--- src/rtl/mul_div_unit.sv ---
// Iterative multiply/divide unit with architectural HI/LO registers.
// Multiply is shift-add and divide is restoring division, both on operand
// magnitudes at one bit per cycle. A final FIX cycle applies sign
// correction and commits the result to HI/LO. MTHI/MTLO writes are
// honoured only while no operation is in flight.
module mul_div_unit #(
  parameter int DATA_W  = 32,
  parameter bit SIGN_EN = 1'b1
) (
  input  logic              clk_i,
  input  logic              rst_i,
  input  logic              start_i,
  input  logic [1:0]        op_i,
  input  logic [DATA_W-1:0] src1_i,
  input  logic [DATA_W-1:0] src2_i,
  input  logic              hi_we_i,
  input  logic              lo_we_i,
  input  logic [DATA_W-1:0] wdata_i,
  output logic              busy_o,
  output logic              done_o,
  output logic              div_zero_o,
  output logic [DATA_W-1:0] hi_o,
  output logic [DATA_W-1:0] lo_o
);

  localparam int CNT_W = $clog2(DATA_W + 1);

  typedef enum logic [1:0] {
    IDLE = 2'd0,
    CALC = 2'd1,
    FIX  = 2'd2,
    DONE = 2'd3
  } state_t;

  state_t state_reg, state_next;

  logic [CNT_W-1:0]  cnt_reg;
  logic [DATA_W-1:0] a_reg;        // multiplicand or divisor magnitude
  logic [DATA_W-1:0] hi_acc_reg;   // product high half / partial remainder
  logic [DATA_W-1:0] lo_acc_reg;   // multiplier bits / dividend bits -> quotient
  logic              op_div_reg;
  logic              neg_res_reg;  // operand signs differ
  logic              neg_rem_reg;  // dividend was negative
  logic              dz_reg;       // last accepted op was a divide by zero
  logic [DATA_W-1:0] hi_reg, lo_reg;

  // Start decode: operands are reduced to magnitudes at acceptance time
  logic              idle_or_done;
  logic              accept;
  logic              op_signed;
  logic              s1_neg, s2_neg;
  logic [DATA_W-1:0] mag1, mag2;
  logic              div_zero_start;

  assign idle_or_done   = (state_reg == IDLE) || (state_reg == DONE);
  assign accept         = start_i && idle_or_done;
  assign op_signed      = SIGN_EN && !op_i[0];
  assign s1_neg         = op_signed && src1_i[DATA_W-1];
  assign s2_neg         = op_signed && src2_i[DATA_W-1];
  assign mag1           = s1_neg ? -src1_i : src1_i;
  assign mag2           = s2_neg ? -src2_i : src2_i;
  assign div_zero_start = op_i[1] && (src2_i == '0);

  // Per-iteration datapath for both algorithms
  logic [DATA_W:0]     mul_sum;
  logic [DATA_W:0]     div_shift;
  logic [DATA_W:0]     div_diff;
  logic [2*DATA_W-1:0] prod_fix;
  logic [DATA_W-1:0]   quo_fix, rem_fix;

  assign mul_sum   = {1'b0, hi_acc_reg} + (lo_acc_reg[0] ? {1'b0, a_reg} : '0);
  assign div_shift = {hi_acc_reg, lo_acc_reg[DATA_W-1]};
  // A set top bit means the trial subtraction borrowed: restore instead
  assign div_diff  = div_shift - {1'b0, a_reg};
  assign prod_fix  = neg_res_reg ? -{hi_acc_reg, lo_acc_reg} : {hi_acc_reg, lo_acc_reg};
  assign quo_fix   = neg_res_reg ? -lo_acc_reg : lo_acc_reg;
  assign rem_fix   = neg_rem_reg ? -hi_acc_reg : hi_acc_reg;

  // State register
  always_ff @(posedge clk_i or posedge rst_i) begin
    if (rst_i) state_reg <= IDLE;
    else       state_reg <= state_next;
  end

  // Next-state logic and status outputs
  always_comb begin
    state_next = state_reg;
    busy_o     = 1'b0;
    done_o     = 1'b0;
    div_zero_o = 1'b0;
    case (state_reg)
      IDLE: begin
        if (accept) state_next = div_zero_start ? DONE : CALC;
      end
      CALC: begin
        busy_o = 1'b1;
        if (cnt_reg == CNT_W'(1)) state_next = FIX;
      end
      FIX: begin
        busy_o     = 1'b1;
        state_next = DONE;
      end
      DONE: begin
        done_o     = 1'b1;
        div_zero_o = dz_reg;
        if (accept) state_next = div_zero_start ? DONE : CALC;
        else        state_next = IDLE;
      end
      default: state_next = IDLE;
    endcase
  end

  // Operand latch on acceptance, then one algorithm step per CALC cycle
  always_ff @(posedge clk_i or posedge rst_i) begin
    if (rst_i) begin
      cnt_reg     <= '0;
      a_reg       <= '0;
      hi_acc_reg  <= '0;
      lo_acc_reg  <= '0;
      op_div_reg  <= 1'b0;
      neg_res_reg <= 1'b0;
      neg_rem_reg <= 1'b0;
      dz_reg      <= 1'b0;
    end else if (accept) begin
      cnt_reg     <= CNT_W'(DATA_W);
      a_reg       <= op_i[1] ? mag2 : mag1;
      hi_acc_reg  <= '0;
      lo_acc_reg  <= op_i[1] ? mag1 : mag2;
      op_div_reg  <= op_i[1];
      neg_res_reg <= s1_neg ^ s2_neg;
      neg_rem_reg <= s1_neg;
      dz_reg      <= div_zero_start;
    end else if (state_reg == CALC) begin
      cnt_reg <= cnt_reg - CNT_W'(1);
      if (op_div_reg) begin
        if (!div_diff[DATA_W]) begin
          hi_acc_reg <= div_diff[DATA_W-1:0];
          lo_acc_reg <= {lo_acc_reg[DATA_W-2:0], 1'b1};
        end else begin
          hi_acc_reg <= div_shift[DATA_W-1:0];
          lo_acc_reg <= {lo_acc_reg[DATA_W-2:0], 1'b0};
        end
      end else begin
        hi_acc_reg <= mul_sum[DATA_W:1];
        lo_acc_reg <= {mul_sum[0], lo_acc_reg[DATA_W-1:1]};
      end
    end
  end

  // HI/LO: result commit in FIX, MTHI/MTLO only when no operation is in flight
  always_ff @(posedge clk_i or posedge rst_i) begin
    if (rst_i) begin
      hi_reg <= '0;
      lo_reg <= '0;
    end else if (state_reg == FIX) begin
      if (op_div_reg) begin
        hi_reg <= rem_fix;
        lo_reg <= quo_fix;
      end else begin
        hi_reg <= prod_fix[2*DATA_W-1:DATA_W];
        lo_reg <= prod_fix[DATA_W-1:0];
      end
    end else if (idle_or_done) begin
      if (hi_we_i) hi_reg <= wdata_i;
      if (lo_we_i) lo_reg <= wdata_i;
    end
  end

  assign hi_o = hi_reg;
  assign lo_o = lo_reg;

endmodule

--- config.mk ---
export PLATFORM = sky130hd
export DESIGN_NAME = mul_div_unit
export DESIGN_NICKNAME = d
export VERILOG_FILES = /design/src/rtl/mul_div_unit.sv
export SDC_FILE = /design/constraint.sdc
export NUM_CORES = 1
export LEC_CHECK = 0
export CAP_MARGIN = 40
export CELL_PAD_IN_SITES_DETAIL_PLACEMENT = 2
export CELL_PAD_IN_SITES_GLOBAL_PLACEMENT = 2
export CORE_MARGIN = 4
export CORE_UTILIZATION = 30
export DETAILED_ROUTE_END_ITERATION = 12
export HOLD_SLACK_MARGIN = 0.12
export PLACE_DENSITY_LB_ADDON = 0.1
export REMOVE_ABC_BUFFERS = 1
export SLEW_MARGIN = 5
export SYNTH_ARGS = -nofsm -noshare
export SYNTH_HDL_FRONTEND = slang
export SYNTH_SLANG_ARGS = --single-unit
export TNS_END_PERCENT = 100
--- constraint.sdc ---
create_clock -name clk_i -period 11.2 [get_ports clk_i]
set_input_delay 2.24 -clock clk_i [delete_from_list [all_inputs] [get_ports clk_i]]
set_output_delay 2.24 -clock clk_i [all_outputs]
set_load 0.02 [all_outputs]
==> impl_metrics.ini, run 1 <==
[floorplan]
design.core.area_sq_mm = 0.0493
dieHeight_um = 232
die-area_sq_mm = 0.0539
effective_utilization_at_floorplan_pct = 30.6
design.portCount = 170
die-width_um = 232
core.rowCount = 81

[route]
antenna_violating_nets_post_route = 0
drt_drc_violations_left = 0
detail_route.first_pass.iterations = 5
drt_first_iter_violations = 830
routed_wl_um = 60800
drt-vias-per-instance = 5.41
average_wire_per_cell_in_the_routed_design_um = 22.3
via_count = 14700

[timing]
setup_violations = 0
timing_worst_slew_pin_value_ns = 0.842
max_freq_mhz = 194
final_period_minus_worst_setup_slack_ns = 5.15
slew_headroom_pct = 43.9
period_share_pct = 46.0
grt_setup_unrepaired = no
finClkSkew_ns = 0.0102
finalMaxSlewViolations = 0
hold_violations = 0
timing.setup.tns_ns = 0

[cells_and_area]
count_of_nets_after_finishing = 2223
layout-drive-gt1-share_pct = 4.82
relative_area_change_from_synthesis_to_final_layout_pct = 19.9
finalInstanceArea_sq_mm = 0.0181

[cts]
worst_setup_hold_path_clk_slew_ns = 0.07
post_cts_hold_buffer_count = 0
num_cts_buffers = 17
cts_setup_buffers = 0
clock_tree.htree_level_count = 4
clock_sinks = 172
cts_resized = 0
cts-root-buf = sky130_fd_sc_hd__clkbuf_16
tritoncts = yes
clk_latency_ns = 0.47
ctsLongestPathBuffers = 2

[worst_setup_path]
timing.setup.critical_path_class = input port to flip-flop
r2r_cells = 14
worstPathRequired_ns = 11.57
setup.worst_path.end_class = flip-flop
peak_fanout_along_the_critical_path = 5
critical_path.startpoint_type = input port
timing.critical_path.arrival_ns = 5.52

[grt]
global_route.usage.total_pct = 22.6
grt_pass1_wl_um = 96000
grt_antenna_before_repair = 2
first_global_vias = 16000
grt_max_degree = 105
grt.overflow.total = 0

[yosys]
synthDominantCellAreaShare_pct = 28.6
ys.flop_type = sky130_fd_sc_hd__dfrtp_1
synth_async_sr_flop_share_pct = 100
yosys-top-cells-area = sky130_fd_sc_hd__dfrtp_1 29%, sky130_fd_sc_hd__o21ai_0 8.7%, sky130_fd_sc_hd__nand2_1 6.3%, sky130_fd_sc_hd__ha_1 6.2%, sky130_fd_sc_hd__xnor2_1 5.6%
seq_area_frac_synth_pct = 28.6
postSynthRegisterBits = 172
synthDistinctLibCells = 77
synth_area_per_cell_sq_um = 7.75
yosys_warnings = 0
synth.cells.most_frequent = 263 x sky130_fd_sc_hd__o21ai_0, 254 x sky130_fd_sc_hd__nand2_1, 172 x sky130_fd_sc_hd__dfrtp_1, 165 x sky130_fd_sc_hd__nor2_1, 138 x sky130_fd_sc_hd__a21oi_1
mappedNetlistArea_sq_mm = 0.0151
synth_cells = 1943
cell_type_with_the_highest_aggregate_area_in_the_netlist = sky130_fd_sc_hd__dfrtp_1
yosysMostFrequentCell = sky130_fd_sc_hd__o21ai_0
synth_enable_flop_cells = 0

[hold_path]
min_delay_path_depth = 1
hp-class = flip-flop to flip-flop

[run]
drv.max_cap_violation_count = 0

[power_and_ir_drop]
switchingPower_w = 0.00294
internal_portion_of_total_power_w = 0.00269
static-leakage-power_nw = 7.42
power.share.sequential_pct = 23.7
swShare_pct = 52.3
power.density_mw_per_mm2 = 312
clkPwrFrac_pct = 11.6
vdd.ir_drop.worst_uv = 129
comb_power_share_pct = 64.6

[place]
place_hpwl_um = 47800
finalWeightedCongestion = 0.912
post_dp_cell_area_sq_mm = 0.0174
numPortBuffers = 169

[outcome]
run_status = finished, final reports clean
==> worst max-delay path, stage by stage <==
cell and delay [ns]:
sky130_fd_sc_hd__clkdlybuf4s50_1 0.48, sky130_fd_sc_hd__inv_1 0.10, sky130_fd_sc_hd__ha_1 0.16, sky130_fd_sc_hd__or3b_2 0.51
sky130_fd_sc_hd__nor4_2 0.53, sky130_fd_sc_hd__nand3b_1 0.29, sky130_fd_sc_hd__nor2_1 0.23, sky130_fd_sc_hd__nand2_1 0.15
sky130_fd_sc_hd__o31ai_1 0.27, sky130_fd_sc_hd__xnor2_1 0.19, sky130_fd_sc_hd__mux2i_1 0.12, sky130_fd_sc_hd__o21ai_0 0.22
==> routing by layer <==
| metal | vias to the layer above | track usage, % | part of all wire (%) |
|---|---|---|---|
| met2 | 243 | 36.3 | 45 |
| li1 | 7116 | - | - |
| met3 | 45 | 2.06 | 2.9 |
| met5 | - | 0 | 0 |
| met1 | 7305 | 33.0 | 51 |
| met4 | 0 | 5.19 | 1.5 |
==> layout by cell type (no fill, tap or decap), drive strengths merged, types with 5 or more instances in the layout <==
cell type	instances
a211oi	13
a21o	34
a21oi	138
a22o	5
a22oi	15
a31oi	19
and2	9
and3	15
buf	29
clkbuf	19
clkdlybuf4s50	168
clkinv	7
dfrtp	172
ha	75
inv	71
mux2i	74
nand2	254
nand2b	17
nand3	20
nand4	10
nor2	166
nor2b	27
nor3	38
nor4	22
o211ai	53
o21a	10
o21ai	274
o21bai	8
o31a	5
o31ai	22
o41ai	7
or2	5
or3	11
or4	15
xnor2	97
xor2	77
==> path summary, 6_finish.rpt <==
kind | start | end | slack [ns]
hold reg to reg | dz_reg | dz_reg | 0.48
max in group asynchronous | rst_i | a_reg[24] | 7.70
setup reg to reg | lo_acc_reg[31] | hi_acc_reg[24] | 6.14
setup / recovery | src2_i[0] | lo_acc_reg[28] | 6.05
min in group asynchronous | rst_i | hi_o[0] | 2.27
hold / removal | dz_reg | dz_reg | 0.48
==> cells by family after synthesis <==
kind of cell	share of synthesized area [%]
xor+xnor	10.2
compound gates	25.5
simple gates	19.3
flops	28.6
mux	5.07
fa+ha+maj	6.49
buf+inv	4.89
==> layout make-up <==
| class | count | area (sq um) |
|---|---|---|
| antenna | 1 | 2.50 |
| clock buffer | 19 | 453 |
| clock inverter | 13 | 163 |
| fill | 5713 | 31200 |
| inverter | 68 | 260 |
| multi-input combinational | 1587 | 10100 |
| sequential | 172 | 4310 |
| tap | 664 | 831 |
| timing repair buffer | 197 | 1970 |
==> stage by stage <==
| step | utilization [%] | cells | hold slack (ns) | power [W] | worst slack [ns] |
|---|---|---|---|---|---|
| floorplan | - | 1827 | 0.442 | 0.00355 | 4.30 |
| global placement | 35.2 | 2681 | 0.461 | 0.00483 | 5.68 |
| detailed placement | 35.4 | 2687 | 0.464 | 0.00499 | 5.53 |
| CTS | 36.6 | 2719 | 0.480 | 0.00567 | 6.02 |
| global route | 36.7 | 2720 | 0.501 | 0.00611 | 5.76 |
| finish | 36.7 | 2721 | 0.479 | 0.00563 | 6.05 |
==> power groups by stage <==
| stage | Sequential (W) | Combinational (W) | Clock (W) |
|---|---|---|---|
| floorplan | 0.00132 | 0.00223 | 0 |
| global placement | 0.00132 | 0.00351 | 0 |
| detailed placement | 0.00134 | 0.00364 | 0 |
| CTS | 0.00133 | 0.00366 | 0.000674 |
| global route | 0.00138 | 0.00404 | 0.000695 |
| finish | 0.00134 | 0.00364 | 0.000653 |
Power figures use the tool's default switching activity.
==> run 2, diff against run 1 <==
==> constraint.sdc (replaced) <==
create_clock -name clk_i -period 5.2 [get_ports clk_i]
set_input_delay 1.04 -clock clk_i [delete_from_list [all_inputs] [get_ports clk_i]]
set_output_delay 1.04 -clock clk_i [all_outputs]
set_load 0.02 [all_outputs]
==> run 2 against run 1 <==
Sequential power rose by 110%. First-iteration DRC count decreased by 2.9%. Design area increased by 0.20%. Clock skew up 0.0026 ns. Clock-buffer cell count shrank 2. Clock power grew 110%. Power is 120% higher. Final cell count is 0.33% higher. Worst setup slack got worse by 4.8 ns. Global-route usage shrank 0.088 points. Die area is the same. Hold slack lost 0.0028 ns. Largest power group unchanged.
==> impl_metrics.ini, run 2 (same netlist as run 1, synthesis figures left out) <==
[floorplan]
core.rowCount = 81
die-width_um = 232
effective_utilization_at_floorplan_pct = 30.6
die-area_sq_mm = 0.0539
design.portCount = 170
dieHeight_um = 232
design.core.area_sq_mm = 0.0493

[power_and_ir_drop]
vdd.ir_drop.worst_uv = 291
swShare_pct = 52.3
power.share.sequential_pct = 23.4
static-leakage-power_nw = 7.44
switchingPower_w = 0.00636
clkPwrFrac_pct = 11.0
internal_portion_of_total_power_w = 0.00579
power.density_mw_per_mm2 = 671
comb_power_share_pct = 65.6

[place]
placedCellCount = 2698
post-place-ws_ns = 0.963
post_dp_cell_area_sq_mm = 0.0175
numPortBuffers = 169
place_hpwl_um = 48200
finalWeightedCongestion = 0.915

[run]
drv.max_cap_violation_count = 0

[route]
routed_wl_um = 60500
drt-vias-per-instance = 5.43
detail_route.first_pass.iterations = 5
via_count = 14800
antenna_violating_nets_post_route = 0
average_wire_per_cell_in_the_routed_design_um = 22.2
drt_first_iter_violations = 806
drt_drc_violations_left = 0

[grt]
grt_max_degree = 103
grtUsageMet3_pct = 2.17
global_route.usage.met1_pct = 33.2
global_route.usage.total_pct = 22.5
global_route.peak_usage_layer = met2
groute.layer.met2.usage_pct = 35.7
grt.overflow.total = 0
grt_pass1_wl_um = 95600
grt_antenna_before_repair = 1
first_global_vias = 16000

[cts]
tritoncts = yes
cts-root-buf = sky130_fd_sc_hd__clkbuf_16
clock_tree.htree_level_count = 4
worst_setup_hold_path_clk_slew_ns = 0.07
num_cts_buffers = 17
post_cts_hold_buffer_count = 0
ctsLongestPathBuffers = 2
cts_setup_buffers = 0
cts_resized = 0
clock_sinks = 172
clk_latency_ns = 0.46

[timing]
final_period_minus_worst_setup_slack_ns = 3.90
finClkSkew_ns = 0.0129
max_freq_mhz = 256
finalMaxSlewViolations = 0
slew_headroom_pct = 39.1
setup_violations = 0
period_share_pct = 75.1
hold_violations = 0
timing.final.ws_setup_ns = 1.30
grt_setup_unrepaired = no
timing_worst_slew_pin_value_ns = 0.913
timing.setup.tns_ns = 0

[cells_and_area]
post-route-util_pct = 36.8
final_common_cell = sky130_fd_sc_hd__o21ai_0
final-instance-count-excl-fill = 2730
n_fill_cell = 5682
seq_area_sq_mm = 0.00431
layout-drive-gt1-share_pct = 5.18
multi_input_comb_area_sq_mm = 0.0101
finalInstanceArea_sq_mm = 0.0181
count_of_nets_after_finishing = 2234
relative_area_change_from_synthesis_to_final_layout_pct = 20.2
final_cell_mix = 263 x sky130_fd_sc_hd__o21ai_0, 254 x sky130_fd_sc_hd__nand2_1, 171 x sky130_fd_sc_hd__dfrtp_1

[outcome]
run_status = finished, final reports clean

[worst_setup_path]
critical_path.n_buffers_inverters = 3
critical_path.startpoint_type = flip-flop
setup.worst_path.start = lo_acc_reg[0]
path_cells = inv_1 > buf_4 > nor2_1 > ha_1 > and3_1 > nor2_1 > o221a_2 > a31oi_1 > a311oi_1 > buf_4 > o21ai_0 > a21o_1 > a21oi_1 > xor2_1 > a211oi_1
critical_path.reg2reg.endpoint = hi_acc_reg[30]
worstPathRequired_ns = 5.57
crit_cells = 15
worst_path_largest_cell_delay_ns = 0.53
setup.worst_path.end = hi_acc_reg[30]
reg_to_reg_critical_path_startpoint = lo_acc_reg[0]
timing.critical_path.arrival_ns = 4.27
worst_path_max_delay_cell = sky130_fd_sc_hd__dfrtp_1
r2r_cells = 15
peak_fanout_along_the_critical_path = 27
setup.worst_path.end_class = flip-flop
timing.critical_path.max_delay_family = compound AO/OA/AOI/OAI gates
r2r_slack_ns = 1.30
timing.setup.critical_path_class = flip-flop to flip-flop

[hold_path]
hp-class = flip-flop to flip-flop
==> run 2: metal layers <==
| metal | part of all wire (%) | wire length [um] | up-vias |
|---|---|---|---|
| li1 | - | - | 7137 |
| met1 | 51 | 30800 | 7407 |
| met2 | 45 | 27000 | 232 |
| met3 | 3.2 | 1920 | 44 |
| met4 | 1.4 | 877 | 0 |
| met5 | 0 | 0 | - |
==> run 2: worst min-delay path by stage <==
stage,start,endpoint,cells past startpoint
2_1_floorplan,dz_reg,dz_reg,1
6_report,dz_reg,dz_reg,1
4_1_cts,dz_reg,dz_reg,1
5_1_grt,hi_o[11],hi_o[11],1
3_3_place_gp,dz_reg,dz_reg,1
3_5_place_dp,dz_reg,dz_reg,1
==> run 2: layout make-up <==
cell class              instances  area share [%]
well taps                     664            4.59
multi-input cells            1587            55.7
clock inverters                12           0.836
clock buffers                  17            2.35
diodes                          2          0.0276
repair buffers                208            11.3
inverters                      68            1.44
flip-flops and latches        172            23.8
==> run 2: per-stage QoR <==
stage	total power (W)	hold slack (ns)
after global routing	0.0132	0.501
after detailed placement	0.0108	0.463
after CTS	0.0122	0.479
after global placement	0.0106	0.456
final	0.0122	0.476
after floorplan	0.00765	0.442
==> run 2: power groups by stage <==
stage               clock network (W)  logic [W]  registers, W
global placement                    0    0.00775       0.00282
finish                        0.00134    0.00798       0.00284
global route                  0.00144    0.00883       0.00292
detailed placement                  0    0.00797       0.00285
CTS                           0.00139    0.00802       0.00283
floorplan                           0    0.00480       0.00285
==> run 3, diff against run 2 <==
==> constraint.sdc (replaced) <==
create_clock -name clk_i -period 3.56 [get_ports clk_i]
set_input_delay 0.712 -clock clk_i [delete_from_list [all_inputs] [get_ports clk_i]]
set_output_delay 0.712 -clock clk_i [all_outputs]
set_load 0.02 [all_outputs]
==> run 3 against run 2 <==
Die area unchanged. Critical path depth unchanged. Sequential cell count stayed put. Hold slack gained 0.0043 ns. Critical path type unchanged. Largest cell class unchanged.
==> impl_metrics.ini, run 3 (same netlist as run 1, synthesis figures left out) <==
[grt]
grt.overflow.total = 0
grt_max_degree = 104
first_global_vias = 16900
grt_antenna_before_repair = 1
global_route.usage.total_pct = 24.2
grt_pass1_wl_um = 101000

[route]
detail_route.first_pass.iterations = 5
route.met3.wl_um = 3290
drt_first_iter_violations = 1122
drt-vias-per-instance = 5.40
via_count = 15600
antenna_violating_nets_post_route = 0
routed.top_layer = met4
wirelength_met1_um = 31000
average_wire_per_cell_in_the_routed_design_um = 22.5
routed_wl_um = 65000
drt_drc_violations_left = 0
dr_wl_met2_um = 29200

[cts]
worst_setup_hold_path_clk_slew_ns = 0.08
clock_sinks = 172
cts-root-buf = sky130_fd_sc_hd__clkbuf_16
num_cts_buffers = 17
post_cts_hold_buffer_count = 0
clock_tree.htree_level_count = 4
tritoncts = yes
clk_latency_ns = 0.48
ctsLongestPathBuffers = 2

[power_and_ir_drop]
vdd.ir_drop.worst_uv = 466
power.density_mw_per_mm2 = 989
switchingPower_w = 0.00983
power.share.sequential_pct = 19.0
internal_portion_of_total_power_w = 0.00934
comb_power_share_pct = 71.3
clkPwrFrac_pct = 9.8
swShare_pct = 51.3
static-leakage-power_nw = 8.20

[floorplan]
effective_utilization_at_floorplan_pct = 30.6
die-width_um = 232
design.core.area_sq_mm = 0.0493
die-area_sq_mm = 0.0539
dieHeight_um = 232
design.portCount = 170
core.rowCount = 81

[timing]
setup_violations = 0
timing.final.ws_setup_ns = 0.157
period_share_pct = 95.6
grt_setup_unrepaired = no
max_freq_mhz = 294
finClkSkew_ns = 0.0137
worst_hold_slack_ns = 0.480
hold_violations = 0
timing_worst_slew_pin_value_ns = 0.867
finalMaxSlewViolations = 0
slew_headroom_pct = 42.0
final_period_minus_worst_setup_slack_ns = 3.40

[worst_setup_path]
timing.critical_path.arrival_ns = 3.77
timing.setup.critical_path_class = flip-flop to flip-flop
r2r_cells = 15
worstPathRequired_ns = 3.93
critical_path.reg2reg.endpoint = hi_acc_reg[23]
critical_path.n_buffers_inverters = 3
timing.critical_path.max_delay_family = compound AO/OA/AOI/OAI gates
critical_path.startpoint_type = flip-flop
path_cells = inv_1 > ha_1 > fa_2 > nand2b_1 > a21o_1 > a21oi_2 > nand4_1 > a21oi_2 > buf_4 > o41ai_4 > xnor2_4 > buf_12 > mux2i_1 > mux2i_1 > a22o_1
r2r_slack_ns = 0.16
reg_to_reg_critical_path_startpoint = lo_acc_reg[31]
peak_fanout_along_the_critical_path = 17
worst_path_largest_cell_delay_ns = 0.36
setup.worst_path.start = lo_acc_reg[31]
worst_path_max_delay_cell = sky130_fd_sc_hd__dfrtp_1
setup.worst_path.end_class = flip-flop

[place]
post-place-ws_ns = -0.169
numPortBuffers = 169
place_hpwl_um = 52500
finalWeightedCongestion = 0.952

[hold_path]
min_delay_worst_endpoint = dz_reg
min_delay_path_depth = 1
hp-class = flip-flop to flip-flop
hold_start = dz_reg

[outcome]
run_status = finished, final reports clean

[cells_and_area]
layout-drive-gt1-share_pct = 12.5
final_common_cell = sky130_fd_sc_hd__o21ai_0
final_cell_mix = 259 x sky130_fd_sc_hd__o21ai_0, 254 x sky130_fd_sc_hd__nand2_1, 189 x sky130_fd_sc_hd__buf_4
count_of_nets_after_finishing = 2392
relative_area_change_from_synthesis_to_final_layout_pct = 28.6

[run]
drv.max_cap_violation_count = 0
## run 3: changes by cell type in the layout (fill, tap and decap cells not counted), moves of 4 or more
cell	before	now
sky130_fd_sc_hd__buf_4	35	189
sky130_fd_sc_hd__buf_12	3	8
sky130_fd_sc_hd__o21ai_1	11	15
sky130_fd_sc_hd__o21ai_0	263	259
sky130_fd_sc_hd__a21oi_2	1	5
sky130_fd_sc_hd__a21oi_1	137	133
sky130_fd_sc_hd__clkinvlp_4	2	6
## run 3: final cells by class
| type | count | area [sq um] |
|---|---|---|
| antenna | 1 | 2.50 |
| clock buffer | 20 | 467 |
| clock inverter | 12 | 90.1 |
| fill | 5723 | 29900 |
| inverter | 68 | 260 |
| multi-input combinational | 1587 | 10200 |
| sequential | 172 | 4310 |
| tap | 664 | 831 |
| timing repair buffer | 366 | 3270 |
## run 3: worst max-delay path by stage
stage / slack (ns) / end / cells past startpoint
floorplan: -1.81 / a_reg[0] / 1
global placement: -0.58 / lo_acc_reg[31] / 12
detailed placement: -0.17 / lo_acc_reg[31] / 13
CTS: 0.01 / hi_acc_reg[22] / 16
global route: 0.02 / hi_acc_reg[17] / 16
finish: 0.16 / hi_acc_reg[23] / 15
## run 3: power by group through the flow
stage | clock [W] | combinational, W | sequential, W
final | 0.00187 | 0.0137 | 0.00364
after global routing | 0.00201 | 0.0149 | 0.00375
after CTS | 0.00194 | 0.0136 | 0.00363
after detailed placement | 0 | 0.0135 | 0.00365
after global placement | 0 | 0.0130 | 0.00360
after floorplan | 0 | 0.00701 | 0.00417
## run 3: metrics by stage
| step | cell area (sq um) | cells | total power [W] | setup TNS [ns] | util (%) |
|---|---|---|---|---|---|
| floorplan | 14600 | 1827 | 0.0112 | -386.00 | - |
| global placement | 18700 | 2854 | 0.0166 | -0.596 | 38.0 |
| detailed placement | 18700 | 2855 | 0.0172 | -0.992 | 38.0 |
| CTS | 19300 | 2888 | 0.0192 | 0 | 39.2 |
| global route | 19400 | 2889 | 0.0207 | 0 | 39.3 |
| finish | 19400 | 2890 | 0.0192 | 0 | 39.3 |
## run 3: per-layer routing
metal | vias up | track usage (%)
met5 | - | 0
met3 | 53 | 2.89
met1 | 7785 | 34.3
met4 | 0 | 6.78
met2 | 330 | 38.9
li1 | 7440 | -
## run 3: repair_timing
item | 4_1_cts | 5_1_grt
resized for setup | 5 | 14
pin swaps | 1 | 4
endpoints found under the setup margin | 5 | 19
setup buffers | 1 | 1
## run 3: worst register-to-register path: stages, from the launching register on
cell and delay [ns]:
sky130_fd_sc_hd__dfrtp_1 0.36, sky130_fd_sc_hd__inv_1 0.07, sky130_fd_sc_hd__ha_1 0.21, sky130_fd_sc_hd__fa_2 0.35, sky130_fd_sc_hd__nand2b_1 0.17, sky130_fd_sc_hd__a21o_1 0.20
sky130_fd_sc_hd__a21oi_2 0.17, sky130_fd_sc_hd__nand4_1 0.24, sky130_fd_sc_hd__a21oi_2 0.23, sky130_fd_sc_hd__buf_4 0.15, sky130_fd_sc_hd__o41ai_4 0.10, sky130_fd_sc_hd__xnor2_4 0.20
sky130_fd_sc_hd__buf_12 0.19, sky130_fd_sc_hd__mux2i_1 0.36, sky130_fd_sc_hd__mux2i_1 0.12, sky130_fd_sc_hd__a22o_1 0.21
